File: src/rtl/vga_rect_if.sv
`default_nettype none
// +----------------------------------------------------------------------------+
// | Module  : vga_rect_if                                                      |
// | Purpose : Command and pixel-write bundle for vga_rect_engine.               |
// | Revision: 1.0                                                              |
// +----------------------------------------------------------------------------+
interface vga_rect_if #(
    parameter int X_W      = 8,
    parameter int Y_W      = 7,
    parameter int COLOUR_W = 3
);
    logic                start;
    logic [1:0]          mode;
    logic [X_W-1:0]      x0;
    logic [Y_W-1:0]      y0;
    logic [X_W-1:0]      w;
    logic [Y_W-1:0]      h;
    logic [COLOUR_W-1:0] colour_in;
    logic                hold;
    logic [X_W-1:0]      x;
    logic [Y_W-1:0]      y;
    logic [COLOUR_W-1:0] colour;
    logic                plot;
    logic                busy;
    logic                done;

    modport master (
        output start, mode, x0, y0, w, h, colour_in, hold,
        input  x, y, colour, plot, busy, done
    );

    modport slave (
        input  start, mode, x0, y0, w, h, colour_in, hold,
        output x, y, colour, plot, busy, done
    );
endinterface
`default_nettype wire

File: src/rtl/vga_rect_engine.sv
`default_nettype none
// +----------------------------------------------------------------------------+
// | Module  : vga_rect_engine                                                  |
// | Purpose : Raster-scans fill/outline/clear commands into clipped pixels.     |
// | Revision: 1.0                                                              |
// +----------------------------------------------------------------------------+
module vga_rect_engine #(
    parameter int X_W      = 8,
    parameter int Y_W      = 7,
    parameter int COLOUR_W = 3,
    parameter int SCREEN_W = 160,
    parameter int SCREEN_H = 120
) (
    input  logic       clock,
    input  logic       reset,
    vga_rect_if.slave  bus
);
    localparam logic [1:0] c_IDLE = 2'd0;
    localparam logic [1:0] c_DRAW = 2'd1;
    localparam logic [1:0] c_DONE = 2'd2;

    localparam logic [1:0] c_MODE_OUTLINE = 2'd1;
    localparam logic [1:0] c_MODE_CLEAR   = 2'd2;

    localparam logic [X_W-1:0] c_CLEAR_W = X_W'(SCREEN_W);
    localparam logic [Y_W-1:0] c_CLEAR_H = Y_W'(SCREEN_H);
    localparam logic [X_W:0]   c_LIM_X   = (X_W+1)'(SCREEN_W);
    localparam logic [Y_W:0]   c_LIM_Y   = (Y_W+1)'(SCREEN_H);

    logic [1:0]          r_state,   w_state_n;
    logic                r_outline, w_outline_n;
    logic [X_W-1:0]      r_x0,      w_x0_n;
    logic [Y_W-1:0]      r_y0,      w_y0_n;
    logic [X_W-1:0]      r_w,       w_w_n;
    logic [Y_W-1:0]      r_h,       w_h_n;
    logic [COLOUR_W-1:0] r_col_lat, w_col_n;
    logic [X_W-1:0]      r_cx,      w_cx_n;
    logic [Y_W-1:0]      r_cy,      w_cy_n;

    logic [X_W-1:0]      r_x;
    logic [Y_W-1:0]      r_y;
    logic [COLOUR_W-1:0] r_colour;
    logic                r_plot;

    logic                w_present;
    logic [X_W:0]        w_px;
    logic [Y_W:0]        w_py;
    logic                w_on_border;
    logic                w_plot_n;

    // Counters always hold the most recently presented position; a new
    // position is presented on every non-held DRAW edge and on the start edge.
    always_comb begin
        w_state_n   = r_state;
        w_outline_n = r_outline;
        w_x0_n      = r_x0;
        w_y0_n      = r_y0;
        w_w_n       = r_w;
        w_h_n       = r_h;
        w_col_n     = r_col_lat;
        w_cx_n      = r_cx;
        w_cy_n      = r_cy;
        w_present   = 1'b0;

        case (r_state)
            c_DRAW: begin
                if (!bus.hold) begin
                    if ((r_cx == r_w - X_W'(1)) && (r_cy == r_h - Y_W'(1))) begin
                        w_state_n = c_DONE;
                    end else begin
                        w_present = 1'b1;
                        if (r_cx == r_w - X_W'(1)) begin
                            w_cx_n = '0;
                            w_cy_n = r_cy + Y_W'(1);
                        end else begin
                            w_cx_n = r_cx + X_W'(1);
                        end
                    end
                end
            end
            default: begin
                w_state_n = c_IDLE;
                if (bus.start) begin
                    w_outline_n = (bus.mode == c_MODE_OUTLINE);
                    w_col_n     = bus.colour_in;
                    w_cx_n      = '0;
                    w_cy_n      = '0;
                    if (bus.mode == c_MODE_CLEAR) begin
                        w_x0_n = '0;
                        w_y0_n = '0;
                        w_w_n  = c_CLEAR_W;
                        w_h_n  = c_CLEAR_H;
                    end else begin
                        w_x0_n = bus.x0;
                        w_y0_n = bus.y0;
                        w_w_n  = bus.w;
                        w_h_n  = bus.h;
                    end
                    if ((w_w_n == '0) || (w_h_n == '0)) begin
                        w_state_n = c_DONE;
                    end else begin
                        w_state_n = c_DRAW;
                        w_present = 1'b1;
                    end
                end
            end
        endcase

        // One extra bit keeps right/bottom overflow from wrapping back on screen.
        w_px        = {1'b0, w_x0_n} + {1'b0, w_cx_n};
        w_py        = {1'b0, w_y0_n} + {1'b0, w_cy_n};
        w_on_border = (w_cx_n == '0) || (w_cx_n == w_w_n - X_W'(1)) ||
                      (w_cy_n == '0) || (w_cy_n == w_h_n - Y_W'(1));
        w_plot_n    = w_present && (w_px < c_LIM_X) && (w_py < c_LIM_Y) &&
                      (!w_outline_n || w_on_border);
    end

    always_ff @(posedge clock) begin
        if (reset) begin
            r_state   <= c_IDLE;
            r_outline <= 1'b0;
            r_x0      <= '0;
            r_y0      <= '0;
            r_w       <= '0;
            r_h       <= '0;
            r_col_lat <= '0;
            r_cx      <= '0;
            r_cy      <= '0;
            r_x       <= '0;
            r_y       <= '0;
            r_colour  <= '0;
            r_plot    <= 1'b0;
        end else begin
            r_state   <= w_state_n;
            r_outline <= w_outline_n;
            r_x0      <= w_x0_n;
            r_y0      <= w_y0_n;
            r_w       <= w_w_n;
            r_h       <= w_h_n;
            r_col_lat <= w_col_n;
            r_cx      <= w_cx_n;
            r_cy      <= w_cy_n;
            r_plot    <= w_plot_n;
            if (w_present) begin
                r_x      <= w_px[X_W-1:0];
                r_y      <= w_py[Y_W-1:0];
                r_colour <= w_col_n;
            end
        end
    end

    assign bus.x      = r_x;
    assign bus.y      = r_y;
    assign bus.colour = r_colour;
    assign bus.plot   = r_plot;
    assign bus.busy   = (r_state == c_DRAW);
    assign bus.done   = (r_state == c_DONE);
endmodule
`default_nettype wire

File: src/flat_wrapper.sv
// flat-port wrapper written by rule: the top's interface ports become plain ports
module vga_rect_engine_flat 
#(
    parameter int X_W      = 8,
    parameter int Y_W      = 7,
    parameter int COLOUR_W = 3,
    parameter int SCREEN_W = 160,
    parameter int SCREEN_H = 120
)
  (clock, reset, bus_start, bus_mode, bus_x0, bus_y0, bus_w, bus_h, bus_colour_in, bus_hold, bus_x, bus_y, bus_colour, bus_plot, bus_busy, bus_done);
  vga_rect_if #(.X_W(X_W), .Y_W(Y_W), .COLOUR_W(COLOUR_W)) bus_i ();
  input  logic clock;
  input  logic reset;
  input wire logic [$bits(bus_i.start)-1:0] bus_start;
  input wire logic [$bits(bus_i.mode)-1:0] bus_mode;
  input wire logic [$bits(bus_i.x0)-1:0] bus_x0;
  input wire logic [$bits(bus_i.y0)-1:0] bus_y0;
  input wire logic [$bits(bus_i.w)-1:0] bus_w;
  input wire logic [$bits(bus_i.h)-1:0] bus_h;
  input wire logic [$bits(bus_i.colour_in)-1:0] bus_colour_in;
  input wire logic [$bits(bus_i.hold)-1:0] bus_hold;
  output wire logic [$bits(bus_i.x)-1:0] bus_x;
  output wire logic [$bits(bus_i.y)-1:0] bus_y;
  output wire logic [$bits(bus_i.colour)-1:0] bus_colour;
  output wire logic [$bits(bus_i.plot)-1:0] bus_plot;
  output wire logic [$bits(bus_i.busy)-1:0] bus_busy;
  output wire logic [$bits(bus_i.done)-1:0] bus_done;
  assign bus_i.start = bus_start;
  assign bus_i.mode = bus_mode;
  assign bus_i.x0 = bus_x0;
  assign bus_i.y0 = bus_y0;
  assign bus_i.w = bus_w;
  assign bus_i.h = bus_h;
  assign bus_i.colour_in = bus_colour_in;
  assign bus_i.hold = bus_hold;
  assign bus_x = bus_i.x;
  assign bus_y = bus_i.y;
  assign bus_colour = bus_i.colour;
  assign bus_plot = bus_i.plot;
  assign bus_busy = bus_i.busy;
  assign bus_done = bus_i.done;
  vga_rect_engine #(.X_W(X_W), .Y_W(Y_W), .COLOUR_W(COLOUR_W), .SCREEN_W(SCREEN_W), .SCREEN_H(SCREEN_H)) u_core (.clock(clock), .reset(reset), .bus(bus_i));
endmodule
File: config.mk
export PLATFORM = sky130hd
export DESIGN_NAME = vga_rect_engine_flat
export DESIGN_NICKNAME = d
export VERILOG_FILES = /design/src/rtl/vga_rect_if.sv /design/src/rtl/vga_rect_engine.sv /design/src/flat_wrapper.sv
export SDC_FILE = /design/constraint.sdc
export NUM_CORES = 1
export LEC_CHECK = 0
export BUFFER_PORTS_ARGS = -buffer_cell sky130_fd_sc_hd__buf_2
export CAP_MARGIN = 10
export CORE_ASPECT_RATIO = 0.5
export CORE_UTILIZATION = 51
export DETAILED_ROUTE_END_ITERATION = 12
export GPL_ROUTABILITY_DRIVEN = 0
export PLACE_DENSITY = 0.71
export SLEW_MARGIN = 30
export SYNTH_ARGS = -nofsm -noshare
export SYNTH_HDL_FRONTEND = slang
export SYNTH_SLANG_ARGS = --single-unit
export TNS_END_PERCENT = 100
File: constraint.sdc
create_clock -name clock -period 6.06 [get_ports clock]
set_input_delay 0 -clock clock [delete_from_list [all_inputs] [get_ports clock]]
set_output_delay 0 -clock clock [all_outputs]
set_load 0.05 [all_outputs]
## Word-level counts from Yosys, hierarchy flattened

Index checks and enable logic that the tools add are counted.

| word-level totals | value |
|---|---|
| flip-flop bits (word level) | 70 |
| input bits | 39 |
| output and inout bits | 21 |
| word-level logic and storage cells | 88 |

| cells by class | value |
|---|---|
| add/subtract/negate cells | 8 |
| order comparisons | 2 |
| equal/unequal tests | 10 |
| mux-type cells | 40 |
| reduce and logical (&&, ||, !) cells | 15 |

Operators by type and width:

| operator | number |
|---|---|
| $mux 8 | 13 |
| $mux 7 | 13 |
| $eq 8x8->1 | 2 |
| $logic_not 8->1 | 2 |
| $sub 8x1->8 const B | 2 |
| $eq 7x7->1 | 2 |
| $logic_not 7->1 | 2 |
| $sub 7x1->7 const B | 2 |
| $mux 2 | 5 |
| $add 8x8->9 | 1 |
| $lt 9x8->1 const B | 1 |
| $add 7x7->8 | 1 |
| $add 8x1->8 const B | 1 |
| $lt 8x7->1 const B | 1 |
| $add 7x1->7 const B | 1 |
| $mux 1 | 7 |
| $mux 3 | 2 |
| $logic_or 1x1->1 | 5 |
| $eq 2x1->1 const B | 2 |
| $eq 2x2->1 const B | 2 |
| $logic_and 1x1->1 | 4 |
| $ne 2x1->1 const B | 1 |
| $ne 2x2->1 const B | 1 |
| $reduce_and 2->1 | 1 |
| $logic_not 1->1 | 1 |

## Depth between registers and ports, before layout

Gate-level depths: netlist of run 1.

| logic depth | value |
|---|---|
| depth after elaboration | 13 |
| mapped depth | 20 |

## Worst setup path before layout of run 1

OpenSTA, ideal clock, no wires.

| timing | value |
|---|---|
| path type | reg-to-reg |
| from | register u_core.r_w[0] |
| to | register u_core.r_plot, in the netlist u_core.bus.plot |
| arrival | 4178 ps |
| required time | 5969 ps |
| slack | 1790 ps |
| cell stages (with the launch flop) | 21 |
| buffers on the path | 1 |
| period minus slack after synthesis | 4270 ps |
| cell sequence | dfxtp_1 -> inv_1 -> ha_1 -> clkbuf_2 -> o21ba_1 -> a221oi_1 -> a41oi_1 -> or3_1 -> nor4_4 -> mux2i_1 -> inv_1 -> ha_1 -> a21o_1 -> a21oi_1 -> o21bai_1 -> a21oi_1 -> nor2b_1 -> o21ai_0 -> nand4_1 -> o21bai_1 -> nor4bb_1 |

| between the ends | value |
|---|---|
| elaborated cells on any way between the ends | 32 |
| those cells by class | add/sub: 4; order compare: 2; eq/ne: 3; mux: 13; reduce/logical: 10 |

RTL lines:

| item | line | RTL |
|---|---|---|
| start, declared | vga_rect_engine.sv:34 | `logic [X_W-1:0] r_w, w_w_n;` |
| start signal, assigned | vga_rect_engine.sv:138 | `r_w <= w_w_n;` |
| $sub 8x1->8 (*) | vga_rect_engine.sv:68, vga_rect_engine.sv:72 |  |
| $eq 8x8->1 (*) | vga_rect_engine.sv:68, vga_rect_engine.sv:72 |  |
| $mux 7 / $logic_and 1x1->1 (equally long branches) | vga_rect_engine.sv:72, vga_rect_engine.sv:68 |  |
| $mux 7 (*) | vga_rect_engine.sv:68 | `if ((r_cx == r_w - X_W'(1)) && (r_cy == r_h - Y_W'(1))) begin` |
| $mux 7 (*) | vga_rect_engine.sv:67 | `if (!bus.hold) begin` |
| $mux 7 (*) | vga_rect_engine.sv:65 | `case (r_state)` |
| via u_core.w_cy_n[1] | vga_rect_engine.sv:38 | `logic [Y_W-1:0] r_cy, w_cy_n;` |
| parallel branches: the longest is 4 deep, another holds $add 7x7->8 | - |  |
| $logic_and 1x1->1 (*) | vga_rect_engine.sv:114 | `w_plot_n = w_present && (w_px < c_LIM_X) && (w_py < c_LIM_Y) &&` |
| end signal, assigned | vga_rect_engine.sv:143 | `r_plot <= w_plot_n;` |
| end, declared | vga_rect_engine.sv:43 | `logic r_plot;` |

Mark *: on every way through the listed nets, which the timed path passes.
A chain may end at the register's enable or synchronous reset.

## Worst setup path after layout of run 1

Ends and elaborated chain as after synthesis.

==> results of run 1 <==
sequential cells by signal (all words and copies together), names as in the netlist:
register and flops:
u_core.r_h 7, u_core.bus.colour 3, u_core.r_y0 7, u_core.r_w 8
u_core.bus.y 7, u_core.r_cx 8, u_core.r_state 2, u_core.r_cy 7
u_core.r_outline 1, u_core.bus.plot 1, u_core.r_col_lat 3, u_core.bus.x 8
u_core.r_x0 8
power by group:
part | switching [uW] | internal [uW] | total (uW) | leakage, uW
Clock | 220 | 332 | 552 | 0.000149
Combinational | 211 | 126 | 337 | 0.00176
Sequential | 16.9 | 483 | 500 | 0.000571
Total | 448 | 941 | 1390 | 0.00248
worst max-delay path: stages, from the launching register on:
cell and delay [ns]:
dfxtp_1 0.40, inv_1 0.09, ha_1 0.31, o21ba_1 0.20, a221oi_1 0.29, a41oi_1 0.13, or3_1 0.56, nor4_4 0.41
mux2i_1 0.41, inv_1 0.14, ha_1 0.29, a21o_1 0.17, a21oi_1 0.22, o21bai_1 0.09, a21oi_1 0.21, nor2b_1 0.07
o21ai_0 0.14, nand4_1 0.10, o21bai_1 0.19, nor4bb_1 0.29
final cells by class:
| cell class | instances | area (um^2) | share of cell area (%) |
|---|---|---|---|
| multi-input cells | 530 | 3380 | 57.5 |
| flip-flops and latches | 70 | 1400 | 23.8 |
| clock buffers | 10 | 239 | 4.06 |
| clock inverters | 6 | 68.8 | 1.17 |
| well taps | 135 | 169 | 2.87 |
| inverters | 21 | 78.8 | 1.34 |
| repair buffers | 85 | 546 | 9.27 |
cell usage in the layout, fill, tap and decap left out, drive strengths merged, types with 3 or more instances in the layout:
| master | count |
|---|---|
| nand2 | 94 |
| nor2 | 71 |
| dfxtp | 70 |
| buf | 63 |
| a21oi | 61 |
| nand3 | 38 |
| xnor2 | 36 |
| o21ai | 23 |
| ha | 22 |
| dlygate4sd3 | 22 |
| inv | 21 |
| xor2 | 17 |
| nor2b | 15 |
| nor3 | 15 |
| a31oi | 14 |
| clkbuf | 10 |
| nor4 | 9 |
| nand4 | 8 |
| and3 | 8 |
| mux2i | 8 |
| a211oi | 8 |
| or3 | 7 |
| nand2b | 6 |
| o21bai | 5 |
| o211ai | 5 |
| and2 | 5 |
| o22ai | 4 |
| clkinv | 4 |
| o22a | 3 |
| a311oi | 3 |
| nand4b | 3 |
layer usage:
layer	share of wire [%]	global-route usage, %	wire, um
met1	49	43.1	7030
met2	41	41.7	5860
met3	8.2	6.73	1160
met4	1.0	5.62	147
met5	0	0	0
worst paths after layout:
path | to | slack [ns] | cells after the start | from
hold / removal | u_core.r_h[1]$_SDFF_PP0_ | 0.04 | 3 | bus_h[1]
hold reg to reg | u_core.bus.y[1]$_SDFFE_PP0P_ | 0.45 | 2 | u_core.bus.y[1]$_SDFFE_PP0P_
setup / recovery | u_core.bus.plot$_SDFF_PP0_ | 1.26 | 19 | u_core.r_w[0]$_SDFF_PP0_
setup reg to reg | u_core.bus.plot$_SDFF_PP0_ | 1.26 | 19 | u_core.r_w[0]$_SDFF_PP0_
logic make-up after synthesis:
kind of cell / Yosys count / synth area share [%]
AOI/OAI and AO/OA: 153 / 20.6
muxes: 9 / 1.89
buffers and inverters: 62 / 5.12
xor gates and xnor gates: 55 / 10.3
adders and majority gates: 23 / 5.86
DFF: 70 / 27.8
and+or+nand+nor: 290 / 28.4
stage by stage:
stage	total power [uW]	worst slack [ns]	area (um^2)	std cells	utilization (%)
finish	1390	1.26	5880	857	61.9
global route	1450	0.828	5880	857	61.9
CTS	1390	1.27	5880	857	61.9
detailed placement	829	1.28	5350	819	56.3
global placement	824	1.52	5350	819	56.3
floorplan	754	1.79	5040	662	-
==> metrics.txt, run 1 <==
clk slew on worst S/H paths around 0.060 ns; initial antenna violation count 0; CP arrival a little over 5 ns; Ant. Diodes 0; share of layout cells above drive strength 1 between 10% and 20%; CP required between 6 and 7 ns; Area contributors post-synth dfxtp_1, nand2_1, xnor2_1, a21oi_1, ha_1; fillcell total between 800 and 900; Pleak ~0.0025 uW; # Post-CTS Setup Buffers 0; synthesized area per cell around 7.6 um^2; Post-Synthesis Cells roughly 660; Starting Density a little over half; area grow syn2layout 16.7%; CTS root buf clkbuf_16; final setup violation count 0; Synth warnings 0; Resize count post-CTS 0; area share of the largest cell type after synthesis between 20% and 30%; Max FO, Critical Path 8; Vias 5067; Die Y between 70 and 80 um; Routed Antenna Nets 0; clock tree buffer depth 2; VDD IR max approximately 0.00016 V; Final HPWL DP 9980 um; worst skew pair latency approximately 0.34 ns; Via density just under 6; WHS 0.0385 ns; Top FF cell, synth dfxtp_1; cell area after synthesis 5040 um^2; DRC viols 0; All-Layer GR Usage 28.7%; synth cell count leaders nand2_1, dfxtp_1, nor2_1; first-pass GRT wire length between 20000 and 25000 um; EDFF count, synth 0; 1st-pass router iterations 6; period utilization between 70% and 80%; Final nets 779; Max-cap violations 0; critical path class flip-flop to flip-flop; Sink Count 70; count leader, synth nand2_1; flops & latches, synth 70; drt total wl between 10000 and 15000 um; Fin Setup TNS 0 ns; CTS tree yes; worst slew pin tran 0.849 ns; Critical Path End Type flip-flop; Final Skew 0.00792 ns; Post-CTS Hold Fix Bufs 22; wire per inst between 15 and 20 um; DR iter-0 viols between 400 and 500; core box area around 9500 um^2; type of the most critical hold path primary input to flip-flop; final hold violation count 0; slew margin rel. between 40% and 50%; Seq/Total Area, Yosys approximately 28%; syn_nets 724; global route overflow 0; Die Wd between 100 and 150 um; post-synth top area cell dfxtp_1; Tmin final between 4 and 5 ns; # rows 25; Critical Path Start Type flip-flop; FMAX about 210 MHz; Die ar. roughly 10000 um^2; cts bufs inserted 9; largest net degree at the start of global routing between 70 and 80; status completed; RSZ-0062 raised after global routing no; vias in the first global route about 4.5k; Yosys cell types between 80 and 90; max-slew violations 0; PortBufs between 50 and 60; I/O pins 60; H-tree depth 3; pwr dens approximately 240 nW/um^2; Post-synth ARST share 0%
(Power assumes the default switching activity.)
==> inputs of run 2 (changes only) <==
Settings changed: ABC_AREA set to 1.
Clock period 6.06 ns to 4.7 ns, I/O delays scaled along.
==> metrics.txt, run 2 <==
drt total wl 13400 um (-5.8%); Resize count post-CTS 0 (unchanged); Pwr Total 1940 uW (+40%); Sink Count 70 (unchanged); PortBufs 59 (unchanged); first-pass GRT wire length 21500 um (-6.2%); largest net degree at the start of global routing 54 (-24%); CP required 4.99 ns (-1.32 ns); flops & latches, synth 70 (unchanged); initial antenna violation count 0 (unchanged); Ant. Diodes 0 (unchanged); cts bufs inserted 9 (unchanged); Top FF cell, synth dfxtp_1; DRC viols 0 (unchanged); Vias 5139 (+1.4%); FMAX 265 MHz (+27%); Yosys cell types 48 (-41%); Synth warnings 0 (unchanged); CP arrival 4.06 ns (-0.98 ns); Post-synth ARST share 0% (unchanged); worst slew pin tran 0.718 ns (-0.131 ns); WHS 0.0408 ns (+0.00222 ns); share of layout cells above drive strength 1 14.3% (-0.29 points); core box area 9510 um^2 (unchanged); final hold violation count 0 (unchanged); 1st-pass router iterations 5 (-1); count leader, synth nand2_1; Seq/Total Area, Yosys 27.9% (+0.055 points); r2r startpoint u_core.r_w[0]$_SDFF_PP0_; commonest non-fill, non-tap cell in the layout nand2_1; # Post-CTS Setup Buffers 0 (unchanged); CTS tree yes; pwr dens 328 nW/um^2 (+39%); Critical Path End Type flip-flop; design area 5930 um^2 (+0.83%); Via density 5.11 (-14%); Die Y 72.2 um (about the same); Post-CTS Hold Fix Bufs 20 (-9.1%); Flop pwr share 34.4% (-1.6 points); Final nets 927 (+19%); Final Skew 0.0120 ns (+0.00404 ns); RSZ-0062 raised after global routing no; Tmin final 3.77 ns (-1.03 ns); Area contributors post-synth dfxtp_1, nand2_1, nand3_1, nor2_1, inv_1; Worst R2R Setup Slack 0.93 ns (-0.33 ns); cell area after synthesis 5030 um^2 (-0.20%); clock tree buffer depth 2 (unchanged); final setup violation count 0 (unchanged); VDD IR max 0.000213 V (+31%); worst skew pair latency 0.35 ns (about the same); vias in the first global route 4438 (-1.3%); Internal 1210 uW (+28%); Max-cap violations 0 (unchanged); global route overflow 0 (unchanged); max-slew violations 0 (unchanged); placed cell areas 5430 um^2 (+1.5%); Pleak 0.00306 uW (+23%); EDFF count, synth 0 (unchanged); DR iter-0 viols 325 (-34%); Fin Setup TNS 0 ns (unchanged); clk slew on worst S/H paths 0.07 ns (about the same); most frequent cells in the layout nand2_1, nor2_1, inv_1; Worst setup startpoint u_core.r_w[0]$_SDFF_PP0_; critical path class flip-flop to flip-flop; Critical Path Start Type flip-flop; H-tree depth 3 (unchanged); area share of the largest cell type after synthesis 27.9% (+0.055 points); Post-Synthesis Cells 792 (+20%); CTS root buf clkbuf_16; I/O pins 60 (unchanged); synth cell count leaders nand2_1, nor2_1, inv_1; Die Wd 142 um (about the same); slew margin rel. 52.0% (+8.8 points); Routed Antenna Nets 0 (unchanged); Clk pwr share 35.3% (-4.5 points); Max FO, Critical Path 10 (+2); switching share of total power 37.9% (+5.6 points); synthesized area per cell 6.35 um^2 (-17%); area grow syn2layout 17.9%; status completed; hold path start bus_w[4]; Die ar. 10300 um^2 (-0.20%); period utilization 80.2% (+1.1 points); P_sw 736 uW (+64%); All-Layer GR Usage 26.9% (-1.8 points); wire per inst 13.3 um (-20%); combinational power share 30.3% (+6.1 points); # rows 25 (unchanged); type of the most critical hold path primary input to flip-flop; Starting Density 52.9% (-0.11 points); syn_nets 854 (+18%); post-synth top area cell dfxtp_1; Final HPWL DP 9710 um (-2.7%)
[run 2: critical path, cell delays in order (launching register included)]
cell,delay (ns)
dfxtp_1,0.34
inv_1,0.15
ha_1,0.28
inv_1,0.06
nand2_1,0.08
nand2_1,0.05
nand2_1,0.06
nand2_1,0.05
nor2_1,0.14
nand3_1,0.14
nor2_4,0.14
nand2_4,0.11
nor2_8,0.18
nand3_1,0.10
nand2_1,0.12
nand2_1,0.11
ha_1,0.35
a21oi_1,0.16
inv_1,0.05
a31oi_1,0.22
nor2_1,0.07
nor2_1,0.09
o21bai_1,0.10
a21oi_1,0.15
o2111ai_1,0.11
a21oi_1,0.14
nand3_1,0.10
nor2_1,0.09
[run 2: logic make-up (layout without fill, tap and decap cells)]
| kind of cell | count (synthesis) | count (layout) | share of synthesized area, % |
|---|---|---|---|
| compound gates | 90 | 90 | 10.3 |
| xor+xnor | 31 | 31 | 5.55 |
| fa+ha+maj | 23 | 23 | 5.87 |
| buf+inv | 133 | 211 | 10.2 |
| flops | 70 | 70 | 27.9 |
| mux | 3 | 3 | 0.597 |
| simple gates | 442 | 442 | 39.6 |
[run 2: final cells by class]
class	instances	area [um^2]
fill	941	3580
clock buffer	9	225
timing repair buffer	83	528
multi-input combinational	589	3120
sequential	70	1400
inverter	112	420
tap	135	169
clock inverter	7	71.3
[run 2: power by group through the flow]
stage               Clock [uW]  Combinational, uW  Sequential [uW]
finish                     687                589              668
global route               721                659              673
CTS                        698                584              667
detailed placement           0                566              680
global placement             0                561              679
floorplan                    0                372              740
[run 2: through the flow]
stage / setup slack (ns) / utilization, % / cells
global route: 0.560 / 62.4 / 1005
global placement: 1.13 / 57.1 / 969
CTS: 0.952 / 62.4 / 1005
finish: 0.928 / 62.4 / 1005
detailed placement: 0.982 / 57.1 / 969
floorplan: 1.40 / - / 792
[run 2: metal layers]
layer	global-route usage [%]	vias up	wire, um
met5	0	-	0
li1	-	2680	-
met3	5.02	8	894
met1	41.0	2290	7150
met2	39.1	161	5250
met4	5.14	0	82
[run 2: worst paths after layout]
| path | cells past startpoint | to |
|---|---|---|
| setup reg to reg | 27 | u_core.bus.plot$_SDFF_PP0_ |
| setup / recovery | 27 | u_core.bus.plot$_SDFF_PP0_ |
| hold / removal | 3 | u_core.r_w[4]$_SDFF_PP0_ |
| hold reg to reg | 2 | u_core.r_x0[0]$_SDFF_PP0_ |
